<file path="config.mk">
export PLATFORM = sky130hd
export DESIGN_NAME = bus_rr_arbiter
export DESIGN_NICKNAME = d
export VERILOG_FILES = /design/src/rtl/bus_rr_arbiter.sv
export SDC_FILE = /design/constraint.sdc
export NUM_CORES = 1
export LEC_CHECK = 0
export ABC_AREA = 1
export BUFFER_PORTS_ARGS = -buffer_cell sky130_fd_sc_hd__buf_2
export CORE_AREA = 2 2 112 114
export DETAILED_ROUTE_END_ITERATION = 8
export DIE_AREA = 0 0 114 116
export PLACE_DENSITY_LB_ADDON = 0.1
export SYNTH_ARGS = -nofsm -noshare
export SYNTH_HDL_FRONTEND = slang
export SYNTH_SLANG_ARGS = --single-unit
</file>
<file path="constraint.sdc">
create_clock -name clk_i -period 2 [get_ports clk_i]
set_clock_uncertainty 0.1 [all_clocks]
set_input_delay 0.4 -clock clk_i [delete_from_list [all_inputs] [get_ports clk_i]]
set_output_delay 0.4 -clock clk_i [all_outputs]
set_load 0.01 [all_outputs]
</file>
<file path="src/rtl/bus_rr_arbiter.sv">
// Purpose: round-robin arbiter sharing one req/gnt/rvalid device port among NrHosts hosts.
// Latency: request reaches the device in the same cycle it is selected; the response is forwarded combinationally.
// Backpressure: the device stalls with dev_gnt_i low; losing hosts see no grant and keep their request raised.
//
// Ports:
//   clk_i, rst_ni          clock, asynchronous active-low reset (all outputs forced to 0 while low)
//   host_*_i / host_*_o    per-host request side, flattened buses (host h at [h*W +: W])
//   dev_*_o / dev_*_i      single device side, one transaction in flight at a time
//   owner_o                selected host: combinational winner in IDLE, registered owner in REQ/WAIT
module bus_rr_arbiter #(
    parameter int unsigned NrHosts       = 2,
    parameter int unsigned DataWidth     = 32,
    parameter int unsigned AddressWidth  = 32,
    parameter int unsigned TimeoutCycles = 16,
    localparam int unsigned IdxW         = (NrHosts > 1) ? $clog2(NrHosts) : 1,
    localparam int unsigned BeW          = DataWidth / 8
) (
    input  logic                            clk_i,
    input  logic                            rst_ni,
    input  logic [NrHosts-1:0]              host_req_i,
    output logic [NrHosts-1:0]              host_gnt_o,
    input  logic [NrHosts*AddressWidth-1:0] host_addr_i,
    input  logic [NrHosts-1:0]              host_we_i,
    input  logic [NrHosts*BeW-1:0]          host_be_i,
    input  logic [NrHosts*DataWidth-1:0]    host_wdata_i,
    output logic [NrHosts-1:0]              host_rvalid_o,
    output logic [NrHosts-1:0]              host_err_o,
    output logic [DataWidth-1:0]            host_rdata_o,
    output logic                            dev_req_o,
    input  logic                            dev_gnt_i,
    output logic [AddressWidth-1:0]         dev_addr_o,
    output logic                            dev_we_o,
    output logic [BeW-1:0]                  dev_be_o,
    output logic [DataWidth-1:0]            dev_wdata_o,
    input  logic                            dev_rvalid_i,
    input  logic [DataWidth-1:0]            dev_rdata_i,
    input  logic                            dev_err_i,
    output logic [IdxW-1:0]                 owner_o
);

    // TimeoutCycles >= 2, so the counter only needs to reach TimeoutCycles-1.
    localparam int unsigned     CntW    = $clog2(TimeoutCycles);
    localparam logic [CntW-1:0] CntLast = CntW'(TimeoutCycles - 1);

    typedef enum logic [1:0] {
        IDLE = 2'd0,
        REQ  = 2'd1,
        WAIT = 2'd2
    } state_e;

    state_e          state_q, state_d;
    logic [IdxW-1:0] rr_ptr_q, rr_ptr_d;
    logic [IdxW-1:0] owner_q, owner_d;
    logic [CntW-1:0] cnt_q, cnt_d;

    // Winner: first requesting host scanning rr_ptr+1, rr_ptr+2, ... modulo NrHosts.
    logic            win_vld;
    logic [IdxW-1:0] win_idx;
    logic [IdxW-1:0] cand;

    always_comb begin
        win_vld = 1'b0;
        win_idx = '0;
        cand    = '0;
        for (int unsigned i = 1; i <= NrHosts; i++) begin
            cand = IdxW'((32'(rr_ptr_q) + i) % NrHosts);
            if (!win_vld && host_req_i[cand]) begin
                win_vld = 1'b1;
                win_idx = cand;
            end
        end
    end

    // In IDLE the selection is live; once in REQ it is locked to owner_q.
    logic [IdxW-1:0] sel;
    logic            req_act;
    logic            rsp_vld;

    always_comb begin
        sel     = (state_q == IDLE) ? win_idx : owner_q;
        req_act = ((state_q == IDLE) && win_vld) || (state_q == REQ);
        // A real response and the timeout share the same delivery cycle; the real one wins below.
        rsp_vld = (state_q == WAIT) && (dev_rvalid_i || (cnt_q == CntLast));
    end

    always_comb begin
        state_d  = state_q;
        rr_ptr_d = rr_ptr_q;
        owner_d  = owner_q;
        cnt_d    = cnt_q;
        case (state_q)
            IDLE: begin
                if (win_vld) begin
                    owner_d = win_idx;
                    if (dev_gnt_i) begin
                        rr_ptr_d = win_idx;
                        state_d  = WAIT;
                    end else begin
                        state_d  = REQ;
                    end
                end
            end
            REQ: begin
                if (dev_gnt_i) begin
                    rr_ptr_d = owner_q;
                    state_d  = WAIT;
                end
            end
            WAIT: begin
                if (rsp_vld) begin
                    cnt_d   = '0;
                    state_d = IDLE;
                end else begin
                    cnt_d   = cnt_q + 1'b1;
                end
            end
            default: state_d = IDLE;
        endcase
    end

    always_ff @(posedge clk_i or negedge rst_ni) begin
        if (!rst_ni) begin
            state_q  <= IDLE;
            rr_ptr_q <= IdxW'(NrHosts - 1);
            owner_q  <= '0;
            cnt_q    <= '0;
        end else begin
            state_q  <= state_d;
            rr_ptr_q <= rr_ptr_d;
            owner_q  <= owner_d;
            cnt_q    <= cnt_d;
        end
    end

    // Outputs are gated by rst_ni so nothing leaks out while reset is held,
    // even though the IDLE request path is combinational from host_req_i.
    always_comb begin
        host_gnt_o    = '0;
        host_rvalid_o = '0;
        host_err_o    = '0;
        host_rdata_o  = '0;
        dev_req_o     = 1'b0;
        dev_addr_o    = '0;
        dev_we_o      = 1'b0;
        dev_be_o      = '0;
        dev_wdata_o   = '0;
        owner_o       = '0;
        if (rst_ni) begin
            owner_o = ((state_q == IDLE) && win_vld) ? win_idx : owner_q;
            if (req_act) begin
                dev_req_o       = 1'b1;
                dev_addr_o      = host_addr_i[32'(sel)*AddressWidth +: AddressWidth];
                dev_we_o        = host_we_i[sel];
                dev_be_o        = host_be_i[32'(sel)*BeW +: BeW];
                dev_wdata_o     = host_wdata_i[32'(sel)*DataWidth +: DataWidth];
                host_gnt_o[sel] = dev_gnt_i;
            end
            if (rsp_vld) begin
                host_rvalid_o[owner_q] = 1'b1;
                host_err_o[owner_q]    = dev_rvalid_i ? dev_err_i : 1'b1;
                host_rdata_o           = dev_rvalid_i ? dev_rdata_i : '0;
            end
        end
    end

endmodule

</file>
==> run metrics <==
part of the total power dissipated in combinational logic 0.789; number of design rule violations left after detail routing 0; weighted congestion reported at the end of routability-driven placement 0.821; total number of placement rows 40; worst setup margin -141 ps; proportion of synthesized chip area in sequential cells 0.0812; Worst Max-Slew Pin Slew 237 ps; Yosys reg bits 8; class of the tightest hold or removal check input pin to async pin; run status finished with violations; layout cell share with drive strength beyond 1 0.550; placed standard-cell area 4120 um2; count of buffers inserted at the top-level ports 285; signed area change from the synthesized netlist to the final layout 100%; peak fanout along the critical path 5; period utilisation layout 1.07; setup repair after global routing missed its margin true; Design Area, Final 4960 um2; area taken by flip-flops and latches 203 um2; critical path required time 1500 ps; mux share of post-synthesis cell area 0; fraction of the mapped netlist area in simple logic gates 0.697; total number of vias 3960; number of max-slew violations in the final report 0; number of DRC markers after the initial detailed-route iteration 216; power density over cell area 602 nW/um2; CTS buffer count 3; multi-input combinational cell area 2030 um2; headroom to the max-slew limit 0.841; worst voltage drop across the vdd grid 0.644 mV; antenna-violating nets left 0; average wire per cell in the routed design 13.4 um; register clock-pin slew on the reported worst setup and hold paths 40 ps; total gr overflow 0; final-report hold violation count 0; adder-cell area share of the yosys netlist 0.00504; first drt pass iteration count 4; final net count 961; switching part of the total power 0.474; number of H-tree branching levels 1; Seq pwr share 0.093; final setup violating endpoints 108; violations in the final reports negative setup slack; complex-gate fraction of the synthesized area 0.0111; dominant combinational cell family by area after synthesis simple AND/OR/NAND/NOR gates; Mapped Avg Cell Area 5.16 um2; final design utilization 0.417; vias in the first global route 3574; first-pass GRT wire length 17400 um; Setup Crit Path Kind register to output pin; P_int 0.00157 W; detailed-route wire length 12500 um; horizontal die dimension 114 um; die outline area 13200 um2; Initial Util 0.208; standby leakage power 3.05 nW; clk sinks 8; gate count of the mapped netlist 481; Worst Path Arrival 1640 ps; number of violations of the max-capacitance limit 0; clock latency on the worst-skew pair 230 ps; Highest Clock Rate 0.467 GHz; placeable core area 11900 um2; library cell used as clock root buffer sky130_fd_sc_hd__clkbuf_16; detail-routed via count per cell 4.26; Synth cell types 23; endpoint type of the worst setup path output pin; GR Util All Layers 0.162; fill cell total of the finished layout 1299; Post-Synth XOR/XNOR Area 0.00353; total of warnings raised by yosys 0; post-synthesis cell area 2480 um2; number of placed I/O pins 286; maximum buffer depth of the clock tree 2; CTS tree built; detailed placement HPWL 8620 um; pin count of the biggest net entering global routing 46; cts hold-fix bufs 0; Mapped Nets 659; Switching Power 0.00142 W; Worst setup SP type register; antenna violations before repair 0; final critical path time including I/O delays and setup 2140 ps; Die Height 116 um; Clk network pwr share 0.118; number of antenna diodes 0
## per-layer routing
layer | GRT usage | routed length, um | vias to the layer above
li1 | - | - | 2065
met4 | 0.0138 | 27 | 0
met3 | 0.0194 | 693 | 2
met5 | 0 | 0 | -
met1 | 0.202 | 5330 | 1752
met2 | 0.309 | 6410 | 141
## area by class of cell
class                           instances  area share
Clock buffer                            4      0.0159
Sequential cell                         8      0.0408
Timing Repair Buffer                  331       0.439
Tap cell                              147      0.0371
Inverter                               76      0.0575
Multi-Input combinational cell        363       0.410
## timing repair
action	4_1_cts	5_1_grt
pin swaps	7	20
setup buffers	18	2
resized for setup	37	50
hold endpoints to repair	0	0
cloned	7	8
endpoints found under the setup margin	104	109
## cell usage in the layout (no fill, tap or decap), drive strengths merged
| master | netlist | routed |
|---|---|---|
| dfstp | 1 | 1 |
| dfrtp | 7 | 7 |
| buf | 34 | 326 |
| nand2 | 96 | 96 |
| clkbuf | 0 | 9 |
| xor2 | 1 | 1 |
| a211oi | 1 | 1 |
| nand3 | 77 | 77 |
| nor3 | 2 | 2 |
| a21oi | 1 | 1 |
| nor3b | 32 | 32 |
| ha | 1 | 1 |
| a21boi | 2 | 2 |
| inv | 76 | 76 |
| nor2 | 150 | 150 |
## registers in the layout, summed over array words and instances (netlist names)
register / count
cnt_q: 4
owner_q: 1
rr_ptr_q: 1
state_q: 2
## worst paths after layout
kind	slack (ps)	from	to	depth (start not counted)
worst max-delay path	-140	state_q[1]$_DFFE_PN0P_	host_err_o[0]	7
worst min-delay path	60	rst_ni	cnt_q[3]$_DFFE_PN0N_	2
worst max register to register	670	state_q[1]$_DFFE_PN0P_	owner_q$_DFFE_PN0N_	6
worst min register to register	380	rr_ptr_q$_DFFE_PN1P_	rr_ptr_q$_DFFE_PN1P_	2
max in group asynchronous	1520	rst_ni	rr_ptr_q$_DFFE_PN1P_	2
min in group clk_i	320	dev_gnt_i	state_q[0]$_DFFE_PN0P_	2
## through the flow
stage	power, W	hold WS [ps]	TNS, ps	setup slack [ps]	cells
after floorplan	0.00144	4.41	0	273	481
after global placement	0.00207	311	-1.13	-1.13	894
after detailed placement	0.00208	306	-9.02	-9.02	894
after CTS	0.00294	68.3	-9740	-145	923
after global routing	0.00325	87.2	-18850	-245	929
final	0.00299	55.7	-8170	-141	929
## cell families after synthesis
family	Yosys count
AND/OR/NAND/NOR	357
buffers and inverters	110
flip-flops	8
AO/OA/AOI/OAI	4
XOR/XNOR	1
adder cells (fa/ha/maj)	1
## power groups by stage
stage               sequential [W]  combinational [W]  clock (W)
global placement          0.000271            0.00180          0
CTS                       0.000275            0.00231   0.000362
floorplan                 0.000264            0.00117          0
detailed placement        0.000272            0.00180          0
global route              0.000283            0.00260   0.000372
finish                    0.000278            0.00236   0.000352
## worst max-delay path, stage by stage, from the launching register on
cell                      delay [ps]
sky130_fd_sc_hd__dfrtp_2         400
sky130_fd_sc_hd__inv_2            50
sky130_fd_sc_hd__buf_4           140
sky130_fd_sc_hd__nor2_4          140
sky130_fd_sc_hd__buf_4           160
sky130_fd_sc_hd__nand3_1         170
sky130_fd_sc_hd__nor3_1          180
sky130_fd_sc_hd__buf_2           160
## synthesized netlist by cell type
master                       n  area share
sky130_fd_sc_hd__a211oi_1    1      0.0030
sky130_fd_sc_hd__nand3_1    77        0.16
sky130_fd_sc_hd__nand2_4     1      0.0045
sky130_fd_sc_hd__a21boi_1    1      0.0030
sky130_fd_sc_hd__buf_1       2      0.0030
sky130_fd_sc_hd__nor2_1    148        0.22
sky130_fd_sc_hd__inv_1      74        0.11
sky130_fd_sc_hd__buf_4       2      0.0060
sky130_fd_sc_hd__nand2_2     1      0.0025
sky130_fd_sc_hd__nor3_1      2      0.0040
sky130_fd_sc_hd__buf_2      23       0.046
sky130_fd_sc_hd__a21boi_0    1      0.0030
sky130_fd_sc_hd__nor3b_1     3      0.0091
sky130_fd_sc_hd__buf_6       7       0.032
sky130_fd_sc_hd__nand2_1    94        0.14
sky130_fd_sc_hd__dfstp_2     1       0.011
sky130_fd_sc_hd__xor2_1      1      0.0035
sky130_fd_sc_hd__dfrtp_1     7       0.071
sky130_fd_sc_hd__ha_1        1      0.0050
sky130_fd_sc_hd__inv_2       2      0.0030
sky130_fd_sc_hd__a21oi_1     1      0.0020
sky130_fd_sc_hd__nor2_4      2      0.0091
sky130_fd_sc_hd__nor3b_2    29        0.15
Power figures use the tool's default switching activity.
